### src/rtl/uart_pkg.sv
// Shared UART definitions: transmitter FSM states, bit-period helper, frame size.
// Latency: n/a (types and constants only).
// Backpressure: n/a.
package uart_pkg;

  localparam int UART_FRAME_BITS = 10;  // start + 8 data + stop
  localparam int UART_DATA_BITS  = 8;

  typedef enum logic [1:0] {
    IDLE  = 2'd0,
    START = 2'd1,
    DATA  = 2'd2,
    STOP  = 2'd3
  } uart_tx_state_t;

  // Clock cycles per bit; integer division, same rounding as the receiver.
  function automatic int bit_cycles(input int clock_hz, input int baud);
    return clock_hz / baud;
  endfunction

endpackage

### src/rtl/uart_tx_buf_if.sv
// Byte write port of the buffered UART transmitter (CPU bus or harness side).
// Latency: a byte is accepted on the edge where wr && tx_ready.
// Backpressure: tx_ready low means the queue is full and writes are dropped.
interface uart_tx_buf_if;
  import uart_pkg::*;

  logic                      wr;
  logic [UART_DATA_BITS-1:0] tx_data;
  logic                      tx_ready;

  modport master (output wr, output tx_data, input tx_ready);
  modport slave  (input wr, input tx_data, output tx_ready);

endinterface

### src/rtl/fifo_sync.sv
// Synchronous FIFO, power-of-two depth, head word readable without a read strobe.
// Latency: a write is visible at the head (and in level) one edge later.
// Backpressure: writes while full and reads while empty are ignored.
module fifo_sync #(
  parameter int WIDTH = 8,
  parameter int DEPTH = 16
) (
  input  logic                     clk,
  input  logic                     rst_n,
  input  logic                     wr,
  input  logic                     rd,
  input  logic [WIDTH-1:0]         wdata,
  output logic [WIDTH-1:0]         rdata,
  output logic [$clog2(DEPTH):0]   level,
  output logic                     full,
  output logic                     empty
);

  localparam int AW = $clog2(DEPTH);
  localparam int LW = AW + 1;

  logic [WIDTH-1:0] mem [DEPTH];
  logic [AW-1:0]    wptr;
  logic [AW-1:0]    rptr;
  logic [LW-1:0]    cnt;
  logic             do_wr;
  logic             do_rd;

  // full/empty decode from the registered count, so a pop never unblocks a same-cycle write
  assign full  = (cnt == LW'(DEPTH));
  assign empty = (cnt == '0);
  assign do_wr = wr && !full;
  assign do_rd = rd && !empty;
  assign level = cnt;
  // head word comes straight out of the storage registers
  assign rdata = mem[rptr];

  // pointers wrap naturally at DEPTH; count tracks net writes minus reads
  always_ff @(posedge clk) begin
    if (!rst_n) begin
      wptr <= '0;
      rptr <= '0;
      cnt  <= '0;
    end else begin
      if (do_wr) wptr <= wptr + 1'b1;
      if (do_rd) rptr <= rptr + 1'b1;
      case ({do_wr, do_rd})
        2'b10:   cnt <= cnt + 1'b1;
        2'b01:   cnt <= cnt - 1'b1;
        default: ;
      endcase
    end
  end

  // storage array; contents need no reset since cnt gates visibility
  always_ff @(posedge clk) begin
    if (do_wr) mem[wptr] <= wdata;
  end

endmodule

### src/rtl/uart_tx_buf.sv
// Buffered 8N1 UART transmitter: queued bytes serialised LSB-first on tx.
// Latency: start bit begins one edge after the byte lands in an empty queue.
// Backpressure: tx_ready drops when the queue holds DEPTH bytes; extra writes are lost.
module uart_tx_buf
  import uart_pkg::*;
#(
  parameter int CLOCK_HZ = 100_000,
  parameter int BAUD     = 1_000,
  parameter int DEPTH    = 16
) (
  input  logic                   clk,
  input  logic                   rst_n,
  uart_tx_buf_if.slave           bus,
  output logic                   tx,
  output logic                   busy,
  output logic [$clog2(DEPTH):0] level
);

  localparam int BC       = bit_cycles(CLOCK_HZ, BAUD);
  localparam int BCW      = (BC > 1) ? $clog2(BC) : 1;
  localparam int BITW     = $clog2(UART_DATA_BITS);
  localparam int LAST_BIT = UART_DATA_BITS - 1;

  uart_tx_state_t            state, state_nxt;
  logic [BCW-1:0]            baudcnt, baudcnt_nxt;
  logic [BITW-1:0]           bitcnt, bitcnt_nxt;
  logic [UART_DATA_BITS-1:0] shreg, shreg_nxt;
  logic                      tx_q, tx_nxt;
  logic                      pop;
  logic                      full;
  logic                      empty;
  logic                      bit_end;
  logic [UART_DATA_BITS-1:0] head;

  fifo_sync #(
    .WIDTH (UART_DATA_BITS),
    .DEPTH (DEPTH)
  ) u_fifo (
    .clk   (clk),
    .rst_n (rst_n),
    .wr    (bus.wr),
    .rd    (pop),
    .wdata (bus.tx_data),
    .rdata (head),
    .level (level),
    .full  (full),
    .empty (empty)
  );

  assign bus.tx_ready = !full;
  assign bit_end      = (baudcnt == BCW'(BC - 1));
  assign tx           = tx_q;
  assign busy         = (state != IDLE) || !empty;

  // next-state, pop and line level; tx is registered so it never glitches
  always_comb begin
    state_nxt   = state;
    baudcnt_nxt = baudcnt;
    bitcnt_nxt  = bitcnt;
    shreg_nxt   = shreg;
    tx_nxt      = tx_q;
    pop         = 1'b0;
    if (state != IDLE) baudcnt_nxt = bit_end ? '0 : baudcnt + 1'b1;
    case (state)
      IDLE: begin
        baudcnt_nxt = '0;
        tx_nxt      = 1'b1;
        if (!empty) begin
          pop        = 1'b1;
          shreg_nxt  = head;
          bitcnt_nxt = '0;
          tx_nxt     = 1'b0;
          state_nxt  = START;
        end
      end
      START: begin
        if (bit_end) begin
          state_nxt = DATA;
          tx_nxt    = shreg[0];
        end
      end
      DATA: begin
        if (bit_end) begin
          if (bitcnt == BITW'(LAST_BIT)) begin
            state_nxt = STOP;
            tx_nxt    = 1'b1;
          end else begin
            shreg_nxt  = shreg >> 1;
            tx_nxt     = shreg[1];
            bitcnt_nxt = bitcnt + 1'b1;
          end
        end
      end
      STOP: begin
        if (bit_end) begin
          if (!empty) begin
            // back-to-back: next start bit follows the last stop cycle directly
            pop        = 1'b1;
            shreg_nxt  = head;
            bitcnt_nxt = '0;
            tx_nxt     = 1'b0;
            state_nxt  = START;
          end else begin
            state_nxt = IDLE;
          end
        end
      end
      default: state_nxt = IDLE;
    endcase
  end

  // state and datapath registers; reset abandons any frame in flight
  always_ff @(posedge clk) begin
    if (!rst_n) begin
      state   <= IDLE;
      baudcnt <= '0;
      bitcnt  <= '0;
      shreg   <= '0;
      tx_q    <= 1'b1;
    end else begin
      state   <= state_nxt;
      baudcnt <= baudcnt_nxt;
      bitcnt  <= bitcnt_nxt;
      shreg   <= shreg_nxt;
      tx_q    <= tx_nxt;
    end
  end

endmodule

### src/flat_wrapper.sv
// flat-port wrapper written by rule: the top's interface ports become plain ports
module uart_tx_buf_flat import uart_pkg::*;
#(
  parameter int CLOCK_HZ = 100_000,
  parameter int BAUD     = 1_000,
  parameter int DEPTH    = 16
)
  (clk, rst_n, tx, busy, level, bus_wr, bus_tx_data, bus_tx_ready);
  uart_tx_buf_if bus_i ();
  input  logic clk;
  input  logic rst_n;
  output logic tx;
  output logic busy;
  output logic [$clog2(DEPTH):0] level;
  input wire logic [$bits(bus_i.wr)-1:0] bus_wr;
  input wire logic [$bits(bus_i.tx_data)-1:0] bus_tx_data;
  output wire logic [$bits(bus_i.tx_ready)-1:0] bus_tx_ready;
  assign bus_i.wr = bus_wr;
  assign bus_i.tx_data = bus_tx_data;
  assign bus_tx_ready = bus_i.tx_ready;
  uart_tx_buf #(.CLOCK_HZ(CLOCK_HZ), .BAUD(BAUD), .DEPTH(DEPTH)) u_core (.clk(clk), .rst_n(rst_n), .bus(bus_i), .tx(tx), .busy(busy), .level(level));
endmodule
### config.mk
export PLATFORM = sky130hd
export DESIGN_NAME = uart_tx_buf_flat
export DESIGN_NICKNAME = d
export VERILOG_FILES = /design/src/rtl/uart_pkg.sv /design/src/rtl/uart_tx_buf_if.sv /design/src/rtl/fifo_sync.sv /design/src/rtl/uart_tx_buf.sv /design/src/flat_wrapper.sv
export SDC_FILE = /design/constraint.sdc
export NUM_CORES = 1
export LEC_CHECK = 0
export ABC_CLOCK_PERIOD_IN_PS = 5500
export BUFFER_PORTS_ARGS = -buffer_cell sky130_fd_sc_hd__buf_2
export CAP_MARGIN = 25
export CORE_MARGIN = 2
export CORE_UTILIZATION = 69
export CTS_BUF_LIST = sky130_fd_sc_hd__clkbuf_2
export CTS_CLUSTER_SIZE = 25
export DETAILED_ROUTE_END_ITERATION = 7
export HOLD_SLACK_MARGIN = 0.06
export PLACE_DENSITY_LB_ADDON = 0.08
export SYNTH_ARGS = -nofsm -noshare
export SYNTH_HDL_FRONTEND = slang
export SYNTH_SLANG_ARGS = --single-unit
### constraint.sdc
create_clock -name clk -period 5.5 [get_ports clk]
set_input_delay 0.825 -clock clk [delete_from_list [all_inputs] [get_ports clk]]
set_output_delay 0.825 -clock clk [all_outputs]
set_load 0.05 [all_outputs]
==> results by stage, run 1 <==
Outcome:
- The run finished with clean final reports.

Synth:
- The combined area of all synthesized cells is roughly 7100 um2.
- Yosys instantiated no cell more often than sky130_fd_sc_hd__edfxtp_1.
- The netlist uses 50 different library cells.
- The count of warnings emitted by yosys is 0.
- The number of nets produced by synthesis is 456.
- After synthesis, the cell types taking the most area are sky130_fd_sc_hd__edfxtp_1, sky130_fd_sc_hd__dfxtp_1, sky130_fd_sc_hd__mux4_1.
- The sequential fraction of the synthesis area is between 60% and 70%.
- The share of flip-flops with an asynchronous set or reset after synthesis is 0%.
- In this run, synthesis inferred about 130 flip-flops with an integrated enable.
- After technology mapping, the gate count stands at between 400 and 500.
- The share of the synthesized area in the top cell type is between 50% and 60%.
- The synthesized design contains 166 register bits.
- After synthesis, the mean cell area works out to approximately 16 um2.
- The commonest cells after synthesis are sky130_fd_sc_hd__edfxtp_1, sky130_fd_sc_hd__nor2_1, sky130_fd_sc_hd__dfxtp_1.
- Summed over all instances, the cell type with the most area after synthesis is sky130_fd_sc_hd__edfxtp_1.
- The predominant post-synthesis flop cell is sky130_fd_sc_hd__edfxtp_1.

Worst hold path:
- The endpoint of the worst hold-timing path is u_core.tx.
- Counting instances, the worst hold path has a depth of 2.
- The start point of the worst hold path is rst_n.
- The path class of the tightest hold or removal check is in2reg.

Worst setup path:
- The maximum fanout count along the critical path is 10.
- The critical setup path kind is reg2out.
- The internal reg-to-reg setup slack is 2.10 ns.
- Measured in cells, the most critical reg-to-reg path has a length of 10.
- STA classifies the critical path endpoint as a primary output.
- Counting buffers and inverters, the worst setup path is 4 cells deep.
- For the worst setup path, the data required time is 4.68 ns.
- The endpoint arrival time on the critical path is 3.03 ns.
- The slowest stage of the critical path is the sky130_fd_sc_hd__nor2b_1 cell.
- In this design, the largest share of critical-path delay is due to simple AND/OR/NAND/NOR gates.
- The endpoint identified for the worst register-to-register timing path is u_core.u_fifo.level[4].
- The number of buffers and inverters on the critical path is 1.
- Walking the worst path, the cells encountered are nor4_1, nor2b_1, nand2_1, buf_2.
- The startpoint kind of the worst setup timing path is a register.
- The startpoint identified for the worst register-to-register timing path is u_core.u_fifo.level[1].
- The worst stage delay on the critical path is 0.83 ns.

Layout:
- The register cell area after layout is 4606 um2.
- After the flow finishes, the layout carries non-filler instances totaling 595.
- The final instance area is around 7500 um2.
- Summing all multi-input logic gate instances after layout gives ~2300 um2.
- Relative to the synthesized area, the layout overhead comes to 5.924%.
- The number of antenna cells inserted is 0.
- The fraction of final layout cells sized beyond drive strength 1 is 17.97%.
- The final-layout fill cell count is about 550.
- The number of nets in the layout is roughly 480.

Route:
- The via count of the routed design is 3754.
- The via density per instance is around 6.3.
- The first routing iteration left just over 300 violations.
- The detailed-routing iteration count for the pre-antenna-repair pass is 5.
- The remaining design rule violation count is 0.
- After detailed routing, the total wire length is between 10000 and 15000 um.
- Dividing the detail-routed wire length by the instance count gives around 22 um.
- The remaining antenna violation count is 0.

STA:
- The total count of max-transition violations in the final report is 0.
- Setup violations remaining at the end of the flow were counted as 0.
- The ratio of final minimum period to clock period is roughly 70%.
- For this run, the top clock speed supported by timing is around 260 MHz.
- The clock skew is approximately 0.028 ns.
- The count of final hold-check violations is 0.
- Setup repair after global routing left no endpoint under its margin.
- The actual transition at the worst max-transition pin is about 1.0 ns.
- The post-layout worst setup margin is ~1.6 ns.
- The final setup TNS is 0 ns.
- Measured against its own limit, the worst slew margin works out to 31.28%.
- The final critical path time including I/O delays and setup is between 3 and 4 ns.

CTS:
- After clock tree synthesis, the flow added hold-fix buffers numbering 0.
- The setup fix buffers added after clock tree synthesis is 0.
- The H-tree depth reported by CTS is 4.
- The clock tree from TritonCTS is done.
- The number of gates resized after cts is 0.
- The maximum root-to-sink buffer count is 2.
- The clock buffer count from CTS is 17.
- The CTS clock-pin slew for the worst setup and hold paths is between 0.2 and 0.25 ns.
- The clock drives about 170 sinks.
- The cell sitting at the root of the clock tree is a sky130_fd_sc_hd__clkbuf_2.
- The clock latency of the later-clocked register in the worst-skew pair is ~0.74 ns.

Flow run:
- The max capacitance violation total is 0.

Placement:
- The count of placed standard cells including taps is around 560.
- During placement, the flow inserted port buffers numbering 18.
- At the end of routability-driven placement, the weighted congestion stood at 0.8647.
- The wire-length estimate of the detail-placed layout is a little over 8000 um.
- The post-place setup slack is approximately 2.2 ns.
- The total cell area at the placement stage is 7231 um2.

Global routing:
- The first global-routing pass estimated roughly 20000 um of wire.
- The number of antenna violations at the first check in global routing is 0.
- The number of global-route vias before repair was 3638.
- In the global route stage, overall resource usage came out at about a quarter.
- After global routing the overflow that remains totals 0.
- The pin count of the biggest net entering global routing is 33.

Power and ir drop:
- In this run the static leakage power is roughly 2.5 nW.
- The worst vdd rail ir drop is ~0.28 mV.
- The ratio of total power to cell area is 438.0 nW/um2.

Die:
- The die is approximately 110 um wide.
- For this design the top-level I/O count stands at 19.
- The floorplan has 36 rows.
- The overall die area is between 10000 and 15000 um2.
- The floorplan step set the die height to 105.3 um.
- For this configuration, the core starts out at a cell density of between 70% and 80%.
- The core region is 9864 um2.
## area by class of cell
| cell class | count | share of cell area (%) |
|---|---|---|
| Tap cell | 133 | 2.220 |
| Inverter | 7 | 0.3506 |
| Clock buffer | 20 | 1.336 |
| Sequential cell | 166 | 61.45 |
| Multi-Input combinational cell | 232 | 30.75 |
| Clock inverter | 12 | 1.937 |
| Timing Repair Buffer | 25 | 1.953 |
## worst max-delay path by stage
stage	start	to
after floorplan	u_core.u_fifo.level[2]	u_core.u_fifo.level[4]
after global placement	u_core.u_fifo.level[1]	u_core.u_fifo.level[4]
after detailed placement	u_core.u_fifo.level[1]	u_core.u_fifo.level[4]
after CTS	u_core.u_fifo.level[1]	busy
after global routing	u_core.u_fifo.level[1]	busy
final	u_core.u_fifo.level[1]	busy
## flip-flops by register name, indices dropped and copies added, names as in the netlist, named ones only
signal / flops
u_core.u_fifo.mem: 128
u_core.shreg: 8
u_core.baudcnt: 7
u_core.u_fifo.level: 5
u_core.u_fifo.rptr: 4
u_core.u_fifo.wptr: 4
u_core.bitcnt: 3
u_core.state: 2
u_core.tx: 1
## where the power goes
part           internal (mW)  leakage, nW  switching (mW)
Combinational          0.475        0.915           0.587
Sequential              1.45         1.47           0.124
Clock                  0.222        0.140           0.428
Total                   2.14         2.52            1.14
## cells in the final DEF (no fill, tap or decap), types with 2 or more instances in the layout
cell | synthesis | routed
sky130_fd_sc_hd__edfxtp_1 | 128 | 128
sky130_fd_sc_hd__nor2_1 | 44 | 44
sky130_fd_sc_hd__dfxtp_1 | 38 | 37
sky130_fd_sc_hd__mux4_1 | 26 | 26
sky130_fd_sc_hd__clkbuf_2 | 0 | 20
sky130_fd_sc_hd__buf_2 | 4 | 18
sky130_fd_sc_hd__nand2_1 | 16 | 16
sky130_fd_sc_hd__ha_1 | 15 | 15
sky130_fd_sc_hd__a21oi_1 | 14 | 14
sky130_fd_sc_hd__mux4_2 | 14 | 14
sky130_fd_sc_hd__mux2i_1 | 12 | 12
sky130_fd_sc_hd__o21ai_0 | 12 | 12
sky130_fd_sc_hd__nand3_1 | 9 | 9
sky130_fd_sc_hd__inv_1 | 7 | 7
sky130_fd_sc_hd__xnor2_1 | 7 | 7
sky130_fd_sc_hd__xor2_1 | 7 | 7
sky130_fd_sc_hd__nor3_1 | 6 | 6
sky130_fd_sc_hd__buf_4 | 1 | 6
sky130_fd_sc_hd__nor4_1 | 4 | 4
sky130_fd_sc_hd__nor2b_1 | 4 | 4
sky130_fd_sc_hd__nor3b_1 | 4 | 4
sky130_fd_sc_hd__clkinvlp_4 | 0 | 4
sky130_fd_sc_hd__nand2b_1 | 3 | 3
sky130_fd_sc_hd__nand3b_1 | 3 | 3
sky130_fd_sc_hd__a2bb2oi_1 | 3 | 3
sky130_fd_sc_hd__inv_6 | 0 | 3
sky130_fd_sc_hd__o211ai_1 | 2 | 2
sky130_fd_sc_hd__nand4b_1 | 2 | 2
sky130_fd_sc_hd__mux2_2 | 2 | 2
sky130_fd_sc_hd__nand4_1 | 2 | 2
sky130_fd_sc_hd__a21o_1 | 2 | 2
sky130_fd_sc_hd__bufinv_16 | 0 | 2
sky130_fd_sc_hd__clkinv_4 | 0 | 2
## through the flow
stage               util, %  hold slack [ns]  power [mW]
floorplan                 -           0.4299       2.482
global placement      73.30           0.4504       2.624
detailed placement    73.30           0.4619       2.654
CTS                   75.79           0.3227       3.293
global route          75.98           0.3164       3.457
finish                75.98           0.3971       3.282
## metal layers
metal	track usage [%]	wire length (um)	vias up
met5	0	0	-
met4	8.952	308	0
met3	7.483	685	26
met2	39.49	6289	132
met1	34.08	5512	1866
li1	-	-	1730
## worst register-to-register path: stages (launching register included)
cell and delay, ns:
sky130_fd_sc_hd__dfxtp_1 0.44, sky130_fd_sc_hd__nor4_1 0.48, sky130_fd_sc_hd__nor2b_1 0.83, sky130_fd_sc_hd__nor3_4 0.11
sky130_fd_sc_hd__ha_1 0.37, sky130_fd_sc_hd__xor2_1 0.21, sky130_fd_sc_hd__ha_1 0.24, sky130_fd_sc_hd__a311oi_1 0.27
sky130_fd_sc_hd__nor2_1 0.08, sky130_fd_sc_hd__a211o_1 0.25, sky130_fd_sc_hd__nand4_1 0.09
## cells by family (layout without fill, tap and decap cells)
logic type / Yosys count / count (layout) / synth area share, %
flip-flops: 166 / 166 / 65.08
AND/OR/NAND/NOR: 107 / 107 / 7.993
multiplexers: 54 / 54 / 16.13
AO/OA/AOI/OAI: 42 / 42 / 4.068
buffers and inverters: 32 / 64 / 2.352
adder cells (fa/ha/maj): 15 / 15 / 2.653
XOR/XNOR: 14 / 14 / 1.733
(Power assumes the default switching activity.)
==> inputs of run 2 (changes only) <==
Settings changed: ABC_AREA from default to 1, ABC_CLOCK_PERIOD_IN_PS 5500 to 3500, CORE_UTILIZATION 69 to 58.
Clock period 5.5 ns to 3.5 ns, I/O delays scaled along.
==> run 2 against run 1 <==
Area after synthesis decreased by 0.19%. Sequential share of layout area up 1.0 points. Cell count rose by 32%. Routed wire length rose by 15%. Die area grew 18%. Worst setup slack lost 0.76 ns. Clock power is 33% higher. Sequential power is 51% higher. Count of clock-buffer cells in the layout increased by 2. Power grew 51%. Critical path type unchanged. Largest cell class unchanged.
==> results by stage, run 2 <==
Layout:
- The final instance area is 7377 um2 (-1.6%).
- The leading cell type in the layout, fill and taps excluded is sky130_fd_sc_hd__edfxtp_1.
- The number of nets in the layout is 652 (+37%).
- The number of antenna cells inserted is 0 (unchanged).
- The fraction of final layout cells sized beyond drive strength 1 was 13.15% (-4.8 points).
- The largest registers in the layout are u_core.u_fifo.mem x128, u_core.shreg x8, u_core.baudcnt x7.
- The largest register by flop count is u_core.u_fifo.mem.
- The flip-flop count of the largest register after layout is 128 (unchanged).
- Relative to the synthesized area, the layout overhead comes to 4.465%.
- In the layout the commonest cells are sky130_fd_sc_hd__edfxtp_1, sky130_fd_sc_hd__nor2_1, sky130_fd_sc_hd__o21ai_0, sky130_fd_sc_hd__nand2_1, sky130_fd_sc_hd__dfxtp_1.

Die:
- The area of the core is 11960 um2 (+21%).
- The overall die width was 114.3 um (+8.6%).
- The overall die area is 13070 um2 (+18%).
- The initial cell density of the core came to 59.04% (-13 points).
- The die outline height came to 114.3 um (+8.6%).
- The I/O pin total is 19 (unchanged).
- The number of core rows is 40 (+11%).

Synth:
- In the post-synthesis netlist, the biggest area contributors are sky130_fd_sc_hd__edfxtp_1, sky130_fd_sc_hd__dfxtp_1, sky130_fd_sc_hd__nor2_1.
- The share of the synthesized area in the top cell type is 54.43% (+0.11 points).
- The sequential fraction of the synthesis area is 65.20% (+0.13 points).
- After synthesis, the largest family of logic cells by area is simple AND/OR/NAND/NOR gates.
- The count of warnings emitted by yosys was 0 (unchanged).
- The number of synthesized register bits is 166 (unchanged).
- The post-synthesis share of cell area spent on full adders, half adders and majority gates is 2.658% (+0.0052 points).
- The combined area of all synthesized cells is 7062 um2 (-0.19%).
- The simple-gate share of the synthesized area came to 12.92% (+4.9 points).
- The mean post-synth cell area was 11.54 um2 (-30%).
- The number of instances in the synthesized netlist came to 612 (+42%).
- In the synthesized netlist the dominant register cell turns out to be sky130_fd_sc_hd__edfxtp_1.
- The complex-gate fraction of the synthesized area is 11.87% (+7.8 points).
- Sorting the synthesized cells by how often they occur yields sky130_fd_sc_hd__edfxtp_1, sky130_fd_sc_hd__nor2_1, sky130_fd_sc_hd__o21ai_0.
- The cell taking the most area after synthesis is sky130_fd_sc_hd__edfxtp_1.
- The synthesized-area fraction occupied by xor and xnor cells is 0.4961% (-1.2 points).
- The number of flops mapped to enable cells by yosys came to 128 (unchanged).
- The share of flip-flops with an asynchronous set or reset after synthesis is 0% (unchanged).
- The number of different library cells in the post-synthesis netlist is 40 (-20%).
- Among all cell types in the netlist, the one instantiated most often is sky130_fd_sc_hd__edfxtp_1.
- The number of nets produced by synthesis is 638 (+40%).
- The multiplexer fraction of the synthesized cell area came to 2.268% (-14 points).

Route:
- The via density per instance is 5.805 (-8.0%).
- The via count of the routed design was 4563 (+22%).
- The detailed-routing iteration count for the pre-antenna-repair pass came to 4 (-1).
- The DRC marker count from the first detailed-route iteration is 386 (+27%).
- The detailed-route wire length per cell is 18.67 um (-13%).
- The remaining design rule violation count was 0 (unchanged).
- The wire length reported by the detailed router is 14670 um (+15%).
- The remaining antenna violation count is 0 (unchanged).

Worst setup path:
- The category of the worst setup path capture point is a primary output.
- Traced cell by cell, the critical path runs through inv_1, ha_1, inv_1, nor2_1, inv_1, buf_2.
- The worst setup path is launched from a register.
- The critical path's most frequent cell is sky130_fd_sc_hd__inv_1.
- The endpoint arrival time on the critical path is 2.09 ns (-0.94 ns).
- The maximum fanout count along the critical path is 6 (-4).
- The worst endpoint required time is 2.97 ns (-1.71 ns).
- The worst stage delay on the critical path is 0.40 ns (-0.43 ns).
- Among all stages on the critical path, the largest delay is contributed by sky130_fd_sc_hd__dfxtp_1.
- The critical setup path kind is reg2out.

STA:
- The ratio of final minimum period to clock period is 74.80%.
- The number of setup violations in the final report was 0 (unchanged).
- The total count of max-transition violations in the final report is 0 (unchanged).
- The relative slew slack is 29.47% (-1.8 points).
- The actual transition at the worst max-transition pin is 1.054 ns (+0.02718 ns).
- Based on the critical path, the design can be clocked at up to around 380 MHz.
- The count of final hold-check violations was 0 (unchanged).
- The clock skew is 0.03240 ns (+0.004688 ns).
- The final setup TNS is 0 ns (unchanged).
- The worst path in the final design needs a cycle of ~2.6 ns, including I/O delays and setup.
- Setup repair after global routing left no endpoint under its margin.

CTS:
- The number of gates resized after cts is 0 (unchanged).
- The maximum root-to-sink buffer count is 2 (unchanged).
- The setup fix buffers added after clock tree synthesis was 0 (unchanged).
- TritonCTS built the clock tree.
- The H-tree depth reported by CTS came to 4 (unchanged).
- The number of hold buffers added after CTS was 0 (unchanged).
- The CTS clock-pin slew for the worst setup and hold paths is 0.20 ns (-0.04 ns).
- The buffer cell driving the clock tree root is sky130_fd_sc_hd__clkbuf_2.
- The clock buffer count from CTS came to 17 (unchanged).
- The number of clock sinks seen by CTS was 166 (unchanged).
- The clock latency of the later-clocked register in the worst-skew pair is 0.73 ns (about the same).

Worst hold path:
- The worst hold path belongs to the class in2reg.

Placement:
- The detailed-placement wirelength estimate is 9166 um (+11%).
- The total cell area at the placement stage is 7201 um2 (-0.42%).
- The total of buffers placed on input and output ports is 18 (unchanged).
- The weighted congestion at the end of routability-driven global placement is 0.8405 (-2.8%).

Power and ir drop:
- The register share of total power is 48.0% (about the same).
- The net switching share of the total power came to 38.61% (+3.9 points).
- The power spent charging and discharging nets is 1.911 mW (+68%).
- The worst vdd rail ir drop is 0.6444 mV (+130%).
- The part of the total power dissipated in combinational logic is 34.5% (+2.2 points).
- The ratio of total power to cell area came to 670.7 nW/um2 (+53%).
- The static leakage was 2.581 nW (+2.4%).
- The internal cell power came to 3.037 mW (+42%).
- The clock group share of total power came to 17.5% (-2.3 points).

Global routing:
- The wire length of the first global-routing pass is 23650 um (+18%).
- The met1 usage was 31.39% (-2.7 points).
- The pin count of the biggest net entering global routing is 65 (+97%).
- The layer flagged by global routing as most heavily used is met2.
- The number of antenna violations at the first check in global routing was 0 (unchanged).
- The combined global-route utilization of all metal layers was 24.21% (-0.95 points).
- The routing usage on met2 is 40.24% (+0.75 points).
- The number of global-route vias before repair is 4587 (+26%).
- The sum of overflow across all layers after global routing was 0 (unchanged).
- The met3 demand-to-capacity share in global routing is 4.553% (-2.9 points).

Outcome:
- The run finished with clean final reports.

Flow run:
- The max capacitance violation total is 0 (unchanged).
## run 2: logic make-up after synthesis
logic type	count (synthesis)
compound gates	136
xor+xnor	4
fa+ha+maj	15
buf+inv	68
flops	166
mux	16
simple gates	207
## run 2: critical path, delay by kind of cell, from the launching register on
kind	cells	cell delay, ns
buf+inv	4	0.65
flops	1	0.40
fa+ha+maj	1	0.25
simple gates	1	0.10
## run 2: power groups by stage
stage          clock network, mW  logic [mW]  registers (mW)
5_1_grt                    0.959        1.92            2.39
2_1_floorplan                  0        1.36            2.45
4_1_cts                    0.887        1.71            2.37
3_3_place_gp                   0        1.66            2.41
6_report                   0.864        1.71            2.37
3_5_place_dp                   0        1.71            2.42
## run 2: final cells by class
cell class	count	area, um2
Timing Repair Buffer	22	120.1
Sequential cell	166	4607
Multi-Input combinational cell	378	2133
Clock buffer	22	110.1
Fill cell	954	4584
Tap cell	147	183.9
Inverter	41	156.4
Clock inverter	10	66.31
## run 2: through the flow
stage / std cells / setup slack, ns / util [%] / hold slack [ns] / total power [mW]
finish: 786 / 0.8821 / 61.67 / 0.1260 / 4.948
global route: 786 / 0.6644 / 61.67 / 0.06879 / 5.268
CTS: 786 / 0.8224 / 61.67 / 0.06616 / 4.974
detailed placement: 754 / 1.057 / 60.20 / 0.4443 / 4.124
global placement: 754 / 1.133 / 60.20 / 0.4284 / 4.072
floorplan: 612 / 1.065 / - / 0.4175 / 3.803
## run 2: final timing paths
| check | startpoint | endpoint | slack, ns | cells past startpoint |
|---|---|---|---|---|
| min | bus_wr | u_core.u_fifo.wptr[1] | 0.13 | 3 |
| max | u_core.state[0] | busy | 0.88 | 6 |
| min reg2reg | u_core.baudcnt[0] | u_core.baudcnt[0] | 0.47 | 1 |
| max reg2reg | u_core.state[0] | u_core.u_fifo.level[4] | 1.04 | 19 |
## run 2: routing by layer
metal,wire [um],up-vias
met2,7194,94
met5,0,-
met4,297,0
met1,6672,2215
met3,507,24
li1,-,2230
